**config.mk**
```make
export PLATFORM = sky130hd
export DESIGN_NAME = and3_share_encoder
export DESIGN_NICKNAME = d
export VERILOG_FILES = /design/src/rtl/masking_pkg.sv /design/src/rtl/lfsr16.sv /design/src/rtl/and3_share_encoder.sv
export SDC_FILE = /design/constraint.sdc
export NUM_CORES = 1
export LEC_CHECK = 0
export ABC_AREA = 1
export CAP_MARGIN = 20
export CORE_MARGIN = 2
export CORE_UTILIZATION = 54
export DETAILED_ROUTE_END_ITERATION = 6
export GPL_TIMING_DRIVEN = 0
export PLACE_DENSITY = 0.84
export SETUP_SLACK_MARGIN = 0.3
export SLEW_MARGIN = 25
export SYNTH_ARGS = -nofsm -noshare
export SYNTH_HDL_FRONTEND = slang
export SYNTH_SLANG_ARGS = --single-unit
```
**constraint.sdc**
```tcl
create_clock -name clk -period 3.03 [get_ports clk]
set_input_delay 0.303 -clock clk [delete_from_list [all_inputs] [get_ports clk]]
set_output_delay 0.303 -clock clk [all_outputs]
set_load 0.02 [all_outputs]
```
**src/rtl/masking_pkg.sv**
```systemverilog
// Shared types and constants for the two-share AND3 masking front end.
// LFSR polynomial, randomness width and the encoder FSM encoding live here.
package masking_pkg;

    typedef enum logic [1:0] {
        IDLE,
        GATHER,
        OUT
    } state_t;

    localparam int LFSR_W     = 16;
    localparam int RAND_BITS  = 5;
    localparam int NUM_SHARES = 2;

    localparam logic [LFSR_W-1:0] TAP_MASK = 16'hB400;

    // Mask is in polynomial order (x^16 at the MSB); the register shifts
    // right, so the taps are read from the bit-reversed mask.
    function automatic logic [LFSR_W-1:0] lfsr_step(
        input logic [LFSR_W-1:0] v
    );
        logic [LFSR_W-1:0] taps;
        for (int i = 0; i < LFSR_W; i++) begin
            taps[i] = TAP_MASK[LFSR_W-1-i];
        end
        return {^(v & taps), v[LFSR_W-1:1]};
    endfunction

endpackage

```
**src/rtl/lfsr16.sv**
```systemverilog
// 16-bit right-shifting Fibonacci LFSR with seed load.
// Never holds zero: a zero seed is replaced by 16'h0001.
module lfsr16
    import masking_pkg::*;
#(
    parameter logic [LFSR_W-1:0] SEED = 16'hACE1
) (
    input  logic              clk,
    input  logic              rst,
    input  logic              seed_valid,
    input  logic [LFSR_W-1:0] seed,
    output logic              lsb
);

    localparam logic [LFSR_W-1:0] RST_VAL =
        (SEED == '0) ? LFSR_W'(1) : SEED;

    logic [LFSR_W-1:0] lfsr;

    always_ff @(posedge clk) begin
        if (rst) begin
            lfsr <= RST_VAL;
        end else if (seed_valid) begin
            lfsr <= (seed == '0) ? LFSR_W'(1) : seed;
        end else begin
            lfsr <= lfsr_step(lfsr);
        end
    end

    assign lsb = lfsr[0];

endmodule

```
**src/rtl/and3_share_encoder.sv**
```systemverilog
// Splits a, b, c into two Boolean shares and supplies gadget refresh bits.
// Optional sticky share self-check enabled by SHARE_SELFCHECK_EN (adds o_err).
module and3_share_encoder
    import masking_pkg::*;
#(
    parameter logic [LFSR_W-1:0] SEED = 16'hACE1
) (
    input  logic              clk,
    input  logic              rst,
    input  logic              in_valid,
    output logic              in_ready,
    input  logic              i_a,
    input  logic              i_b,
    input  logic              i_c,
    input  logic              seed_valid,
    input  logic [LFSR_W-1:0] seed,
    output logic              out_valid,
    input  logic              out_ready,
    output logic              o_a0,
    output logic              o_a1,
    output logic              o_b0,
    output logic              o_b1,
    output logic              o_c0,
    output logic              o_c1,
    output logic              o_rN0,
    output logic              o_rN1
`ifdef SHARE_SELFCHECK_EN
    ,
    output logic              o_err
`endif
);

    localparam logic [2:0] LAST_IDX = 3'(RAND_BITS - 1);

    state_t                 state;
    state_t                 nxt;
    logic   [2:0]           cnt;
    logic   [RAND_BITS-1:0] rnd;
    logic   [RAND_BITS-1:0] rnd_sh;
    logic                   a_l;
    logic                   b_l;
    logic                   c_l;
    logic                   lsb;
    logic                   last;

    lfsr16 #(
        .SEED(SEED)
    ) u_lfsr (
        .clk       (clk),
        .rst       (rst),
        .seed_valid(seed_valid),
        .seed      (seed),
        .lsb       (lsb)
    );

    assign in_ready  = (state == IDLE) & ~rst;
    assign out_valid = (state == OUT);
    assign last      = (state == GATHER) && (cnt == LAST_IDX);

    always_comb begin
        rnd_sh      = rnd;
        rnd_sh[cnt] = lsb;
    end

    always_ff @(posedge clk) begin
        if (rst) begin
            state <= IDLE;
        end else begin
            state <= nxt;
        end
    end

    always_comb begin
        nxt = state;
        unique case (state)
            IDLE:    if (in_valid) nxt = GATHER;
            GATHER:  if (last) nxt = OUT;
            OUT:     if (out_ready) nxt = IDLE;
            default: nxt = IDLE;
        endcase
    end

    always_ff @(posedge clk) begin
        if (rst) begin
            cnt   <= '0;
            rnd   <= '0;
            a_l   <= 1'b0;
            b_l   <= 1'b0;
            c_l   <= 1'b0;
            o_a0  <= 1'b0;
            o_a1  <= 1'b0;
            o_b0  <= 1'b0;
            o_b1  <= 1'b0;
            o_c0  <= 1'b0;
            o_c1  <= 1'b0;
            o_rN0 <= 1'b0;
            o_rN1 <= 1'b0;
        end else begin
            if (state == IDLE && in_valid) begin
                a_l <= i_a;
                b_l <= i_b;
                c_l <= i_c;
                cnt <= '0;
            end
            if (state == GATHER) begin
                rnd <= rnd_sh;
                cnt <= cnt + 3'd1;
            end
            // The fifth bit is taken straight from the shift, not from rnd.
            if (last) begin
                o_a0  <= a_l ^ rnd_sh[0];
                o_a1  <= rnd_sh[0];
                o_b0  <= b_l ^ rnd_sh[1];
                o_b1  <= rnd_sh[1];
                o_c0  <= c_l ^ rnd_sh[2];
                o_c1  <= rnd_sh[2];
                o_rN0 <= rnd_sh[3];
                o_rN1 <= rnd_sh[4];
            end
        end
    end

`ifdef SHARE_SELFCHECK_EN
    logic chk;
    logic bad;

    assign bad = ((o_a0 ^ o_a1) != a_l)
               | ((o_b0 ^ o_b1) != b_l)
               | ((o_c0 ^ o_c1) != c_l);

    always_ff @(posedge clk) begin
        if (rst) begin
            chk   <= 1'b0;
            o_err <= 1'b0;
        end else begin
            chk <= last;
            if (chk && bad) begin
                o_err <= 1'b1;
            end
        end
    end
`endif

endmodule
```
* After elaboration in Yosys (flattened, before gate mapping)
Cells that the tools add are included.
Operators by class: shift-type cells 0, equality and inequality tests 6, reduce and logical (&&, ||, !) cells 8, $add $sub $neg 1, div/mod/pow operators 0, bitwise logic cells 5, mux-type cells 11, $lt $le $gt $ge 2, multiply operators 0
Operator list (number):
- 16-bit 2-to-1 mux | 2
- 16-bit logical NOT | 1
- 16-bit parity | 1
- 2-bit 2-to-1 mux | 3
- 3-bit 2-to-1 mux | 2
- 2-bit case mux with 3 select lines | 1
- 5-bit bitwise mux | 1
- 3-bit by 4-bit less-than comparator with 1-bit output (second input constant) | 1
- 2-bit != test (second input constant) | 2
- 3-bit by 1-bit adder with 3-bit output (second input constant) | 1
- 1-bit demux with 3-bit select | 1
- 3-bit equality test (second input constant) | 1
- 3-bit by 1-bit greater-or-equal comparator with 1-bit output (second input constant) | 1
- 1-bit logical AND | 3
- 3-bit AND reduction | 1
- 1-bit bitwise XOR | 3
- 2-bit by 1-bit equality test with 1-bit output (second input constant) | 1
- 2-bit equality test (second input constant) | 1
- 2-bit logical NOT | 1
- 2-bit by 1-bit != test with 1-bit output (second input constant) | 1
- 2-bit nonzero test | 1
- 1-bit bitwise AND | 1
- 1-bit 2-to-1 mux | 1
- 1-bit NOT | 1
Storage, ports and cells: logic and storage cells 48, memories 0, ROM bits 0, bits in latches 0, bits in registers 37, RAM bits 0

* Logic depth before layout (Yosys ltp)
word-level depth 6, mapped depth 9

* Hierarchy
A second synthesis with hierarchy kept.
Unflattened totals: cells, all modules 239, area, all modules 1664.1 um^2
Modules (own cells, without submodules):
- and3_share_encoder | instances 1, cells an instance 149, area each 1008.5 um^2
- lfsr16 | instances 1, cells an instance 90, area each 655.6 um^2

* Worst setup path before layout
Ideal clock, no wire load.
path kind register -> register, start point register cnt[0], end point register o_c1, path buffers 0, library setup time 0.115 ns, arrival 1.200 ns, cell stages (with the launch flop) 8, path slack 1.715 ns, cells stage by stage dfxtp_1 > inv_1 > ha_1 > inv_1 > nor3_4 > inv_1 > o21ai_0 > inv_1
Between the ends: cells in the longest elaborated chain, start to end 5, elaborated cells between the ends (all ways) 8, those cells by class order compare (2); eq/ne (1); mux (3); reduce/logical (2)
Ends and longest elaborated chain:
- start, declared | RTL line and3_share_encoder.sv:37 | logic [2:0] cnt;
- start signal, assigned | RTL line and3_share_encoder.sv:107 | cnt <= cnt + 3'd1;
- 3-bit by 4-bit less-than comparator with 1-bit output (implied by the code) / 3-bit by 1-bit greater-or-equal comparator with 1-bit output (equally long branches) | RTL line and3_share_encoder.sv:62 | rnd_sh[cnt] = lsb;
- 1-bit logical AND (implied by the code) | RTL line and3_share_encoder.sv:62
- 1-bit 2-to-1 mux (implied by the code) | RTL line and3_share_encoder.sv:62
- 1-bit demux with 3-bit select | RTL line and3_share_encoder.sv:62
- 5-bit bitwise mux | RTL line and3_share_encoder.sv:62
- end signal, assigned | RTL line and3_share_encoder.sv:116 | o_c1 <= rnd_sh[2];
- end, declared | RTL line and3_share_encoder.sv:24 | output logic o_c1,
Several ways; a longest one is shown, not always the timed one. A chain may end at the register's enable or synchronous reset.

* Worst setup path after layout
start point register state[1], end point output port in_ready
Between the ends: cells in the longest elaborated chain, start to end 2
Ends and longest elaborated chain:
- start, declared | RTL line and3_share_encoder.sv:35 | state_t state;
- start signal, assigned | RTL line and3_share_encoder.sv:69 | state <= nxt;
- 2-bit logical NOT | RTL line and3_share_encoder.sv:56 | assign in_ready = (state == IDLE) & ~rst;
- 1-bit bitwise AND | RTL line and3_share_encoder.sv:56
- end, declared | RTL line and3_share_encoder.sv:11 | output logic in_ready,
Every way passes these cells.

==> summary.md <==
| Metric | Value |
|---|---|
| Clock buffer depth | `2` |
| CP max stage delay | `between 0.6 and 0.7 ns` |
| Area grow syn2layout | `25.1%` |
| VDD IR max | `between 300 and 400 uV` |
| N_diodes | `0` |
| DRT Pass-1 Iters | `4` |
| NumNets Final | `between 300 and 400` |
| WL final | `around 3.4 mm` |
| CTS tree | `done` |
| Tmin final | `between 1.5 and 2 ns` |
| Die Ht | `59.1 um` |
| Setup clock skew after layout | `about 0.007 ns` |
| Initial Utilization | `0.579` |
| Vias/cell | `slightly below 5` |
| Syn_nets | `approximately 260` |
| Setup TNS | `0 ns` |
| Crit-path cells | `inv_1, nand2_1, nor2_1, clkdlybuf4s50_1` |
| Path type of the worst setup path | `flip-flop to output pin` |
| Share of Yosys cell area claimed by the top area cell type | `0.453` |
| Clk Latency, worst-skew pair | `between 0.3 and 0.4 ns` |
| Worst Tran Pin Value | `~0.52 ns` |
| Post-CTS setup buffer count | `0` |
| Yosys warns | `0` |
| Area leader, netlist | `dfxtp_1` |
| Gpl congestion | `roughly 0.83` |
| FMAX | `~550 MHz` |
| Crit end category | `output pin` |
| Synth unique cells | `19` |
| Slew headroom | `0.654` |
| Asr flop ratio synth | `0` |
| Filler cell count | `between 200 and 250` |
| Slew Viols, Final | `0` |
| Number of routed nets with antenna violations | `0` |
| Die W | `between 50 and 60 um` |
| WP depth | `4` |
| Power Dens Cells | `around 450 nW/um^2` |
| First-pass GRT wire length | `between 5 and 6 mm` |
| Seq/Total Area, Yosys | `0.453` |
| Period utilization | `0.602` |
| Mapped cell area | `1640 um^2` |
| Design Power | `between 0.9 and 1 mW` |
| Hold_buf cts | `0` |
| CTS Sinks | `37` |
| Hold Vio Cnt, Final | `0` |
| # resized after CTS | `0` |
| Core Area | `approximately 2800 um^2` |
| Vias post-DR | `1522` |
| Worst hold path class | `primary input to flip-flop` |
| Total global-route track usage | `0.223` |
| Grt total ovfl | `0` |
| DRC | `0` |
| CP bufs+invs | `2` |
| Status | `complete, no violations` |
| Yosys reg bits | `37` |
| 1st-iter DRT viols | `63` |
| Synth top cells by count | `nor2_1, nand2_1, dfxtp_1` |
| Initial antenna violation count | `0` |
| CP Data Required Time | `~2.7 ns` |
| Largest net degree at the start of global routing | `12` |
| Worst Reg2Reg Path Length in Cells | `9` |
| Leak | `~0.96 nW` |
| H-tree depth | `2` |
| Crit-path slowest cell | `clkdlybuf4s50_1` |
| Layout cells sized above 1 | `0.0505` |
| Most used DFF post-synth | `dfxtp_1` |
| Gate Count Post-Synth | `between 200 and 250` |
| Setup crit start kind | `flip-flop` |
| Crit path DAT | `1.52 ns` |
| Max Cap Viol | `0` |
| Rows | `19` |
| Cell with the most instances after synthesis | `nor2_1` |
| Worst Hold Depth | `4` |
| Number of buffers created by CTS | `5` |
| Top Ports | `34` |
| Crit path max fanout | `4` |
| CTS Root Cell | `clkbuf_4` |
| Number of port buffers | `32` |
| Mean Syn Cell Area | `6.91 um^2` |
| Top delay family on crit path | `buffers and inverters` |
| Final HPWL from detailed placement | `~2.5 mm` |
| Routed len/inst | `11.0 um` |
| RSZ-0062 raised after global routing | `no` |
| Vias in the first global route | `approximately 1300` |
| Post-synth EDFFs | `0` |
| Clk slew on worst S/H paths | `about 0.1 ns` |
| Final Setup Violations | `0` |
| Synth top area cells | `dfxtp_1, nor2_1, nand2_1` |
| DIE AREA | `approximately 3500 um^2` |
[cells in the final DEF (no fill, tap or decap)]
cell type        synthesis  final
nand2b_1                 2      2
inv_2                    1      1
clkinv_2                 0      2
nor3_4                   1      1
clkbuf_1                 5      6
clkdlybuf4s50_1          0     32
clkbuf_4                 0      5
o21ai_1                  3      3
nand3_1                 23     23
nand2_1                 41     41
nand4_1                  1      1
xor2_1                   1      1
o21ai_0                 20     20
a21oi_1                 16     16
inv_1                   33     33
dfxtp_1                 37     37
nand2_2                  1      1
ha_1                     2      2
buf_2                    2      2
buf_6                    2      2
nor2_1                  45     45
xnor2_1                  1      1
[area by class of cell]
class	count	area [um^2]	area share
plain buffers	9	51.3	0.0251
multi-input cells	157	717	0.350
clock inverters	2	10.0	0.00489
clock buffers	6	41.3	0.0202
inverters	34	128	0.0623
well taps	31	38.8	0.0189
flip-flops and latches	37	741	0.362
repair buffers	32	320	0.156
[layer usage]
metal / wire length (um) / global-route usage
met5: 0 / 0
met4: 58 / 0.0877
met3: 217 / 0.0590
met2: 1460 / 0.332
met1: 1660 / 0.309
[per-stage QoR]
stage,instance area (um^2),util,cells,hold WS [ns],worst slack [ns]
3_3_place_gp,2000,0.705,300,0.410,1.21
4_1_cts,2050,0.724,308,0.249,1.20
3_5_place_dp,2000,0.705,300,0.419,1.21
5_1_grt,2050,0.724,308,0.256,1.13
6_report,2050,0.724,308,0.250,1.21
2_1_floorplan,1640,-,237,0.406,1.71
[flip-flops by register name, summed over array words and instances (netlist names)]
signal and cells:
a_l 1, b_l 1, c_l 1, cnt 3, o_a0 1, o_a1 1, o_b0 1, o_b1 1
o_c0 1, o_c1 1, o_rN0 1, o_rN1 1, rnd 5, state 2, u_lfsr.lfsr 16
[logic make-up (layout without fill, tap and decap cells)]
family,Yosys count,in the layout,share of synthesized area
AO/OA/AOI/OAI,39,39,0.119
XOR/XNOR,2,2,0.0107
adder cells (fa/ha/maj),2,2,0.0153
buffers and inverters,43,83,0.109
flip-flops,37,37,0.453
AND/OR/NAND/NOR,114,114,0.293
[final timing paths]
check	startpoint	end	slack, ns
min	rst	o_rN1	0.25
max	state[1]	in_ready	1.21
min reg2reg	u_lfsr.lfsr[8]	u_lfsr.lfsr[7]	0.44
max reg2reg	cnt[0]	o_a1	1.50
[power breakdown]
part           internal [mW]  leakage, nW  switching [mW]
registers              0.515        0.305          0.0151
logic                 0.0642        0.627          0.0772
clock network         0.0884       0.0320           0.161
[worst min-delay path, delay by kind of cell]
| kind | cells | cell delay (ns) |
|---|---|---|
| AO/OA/AOI/OAI | 1 | 0.06 |
| buffers and inverters | 2 | 0.15 |
| AND/OR/NAND/NOR | 1 | 0.05 |
(Power assumes the default switching activity.)
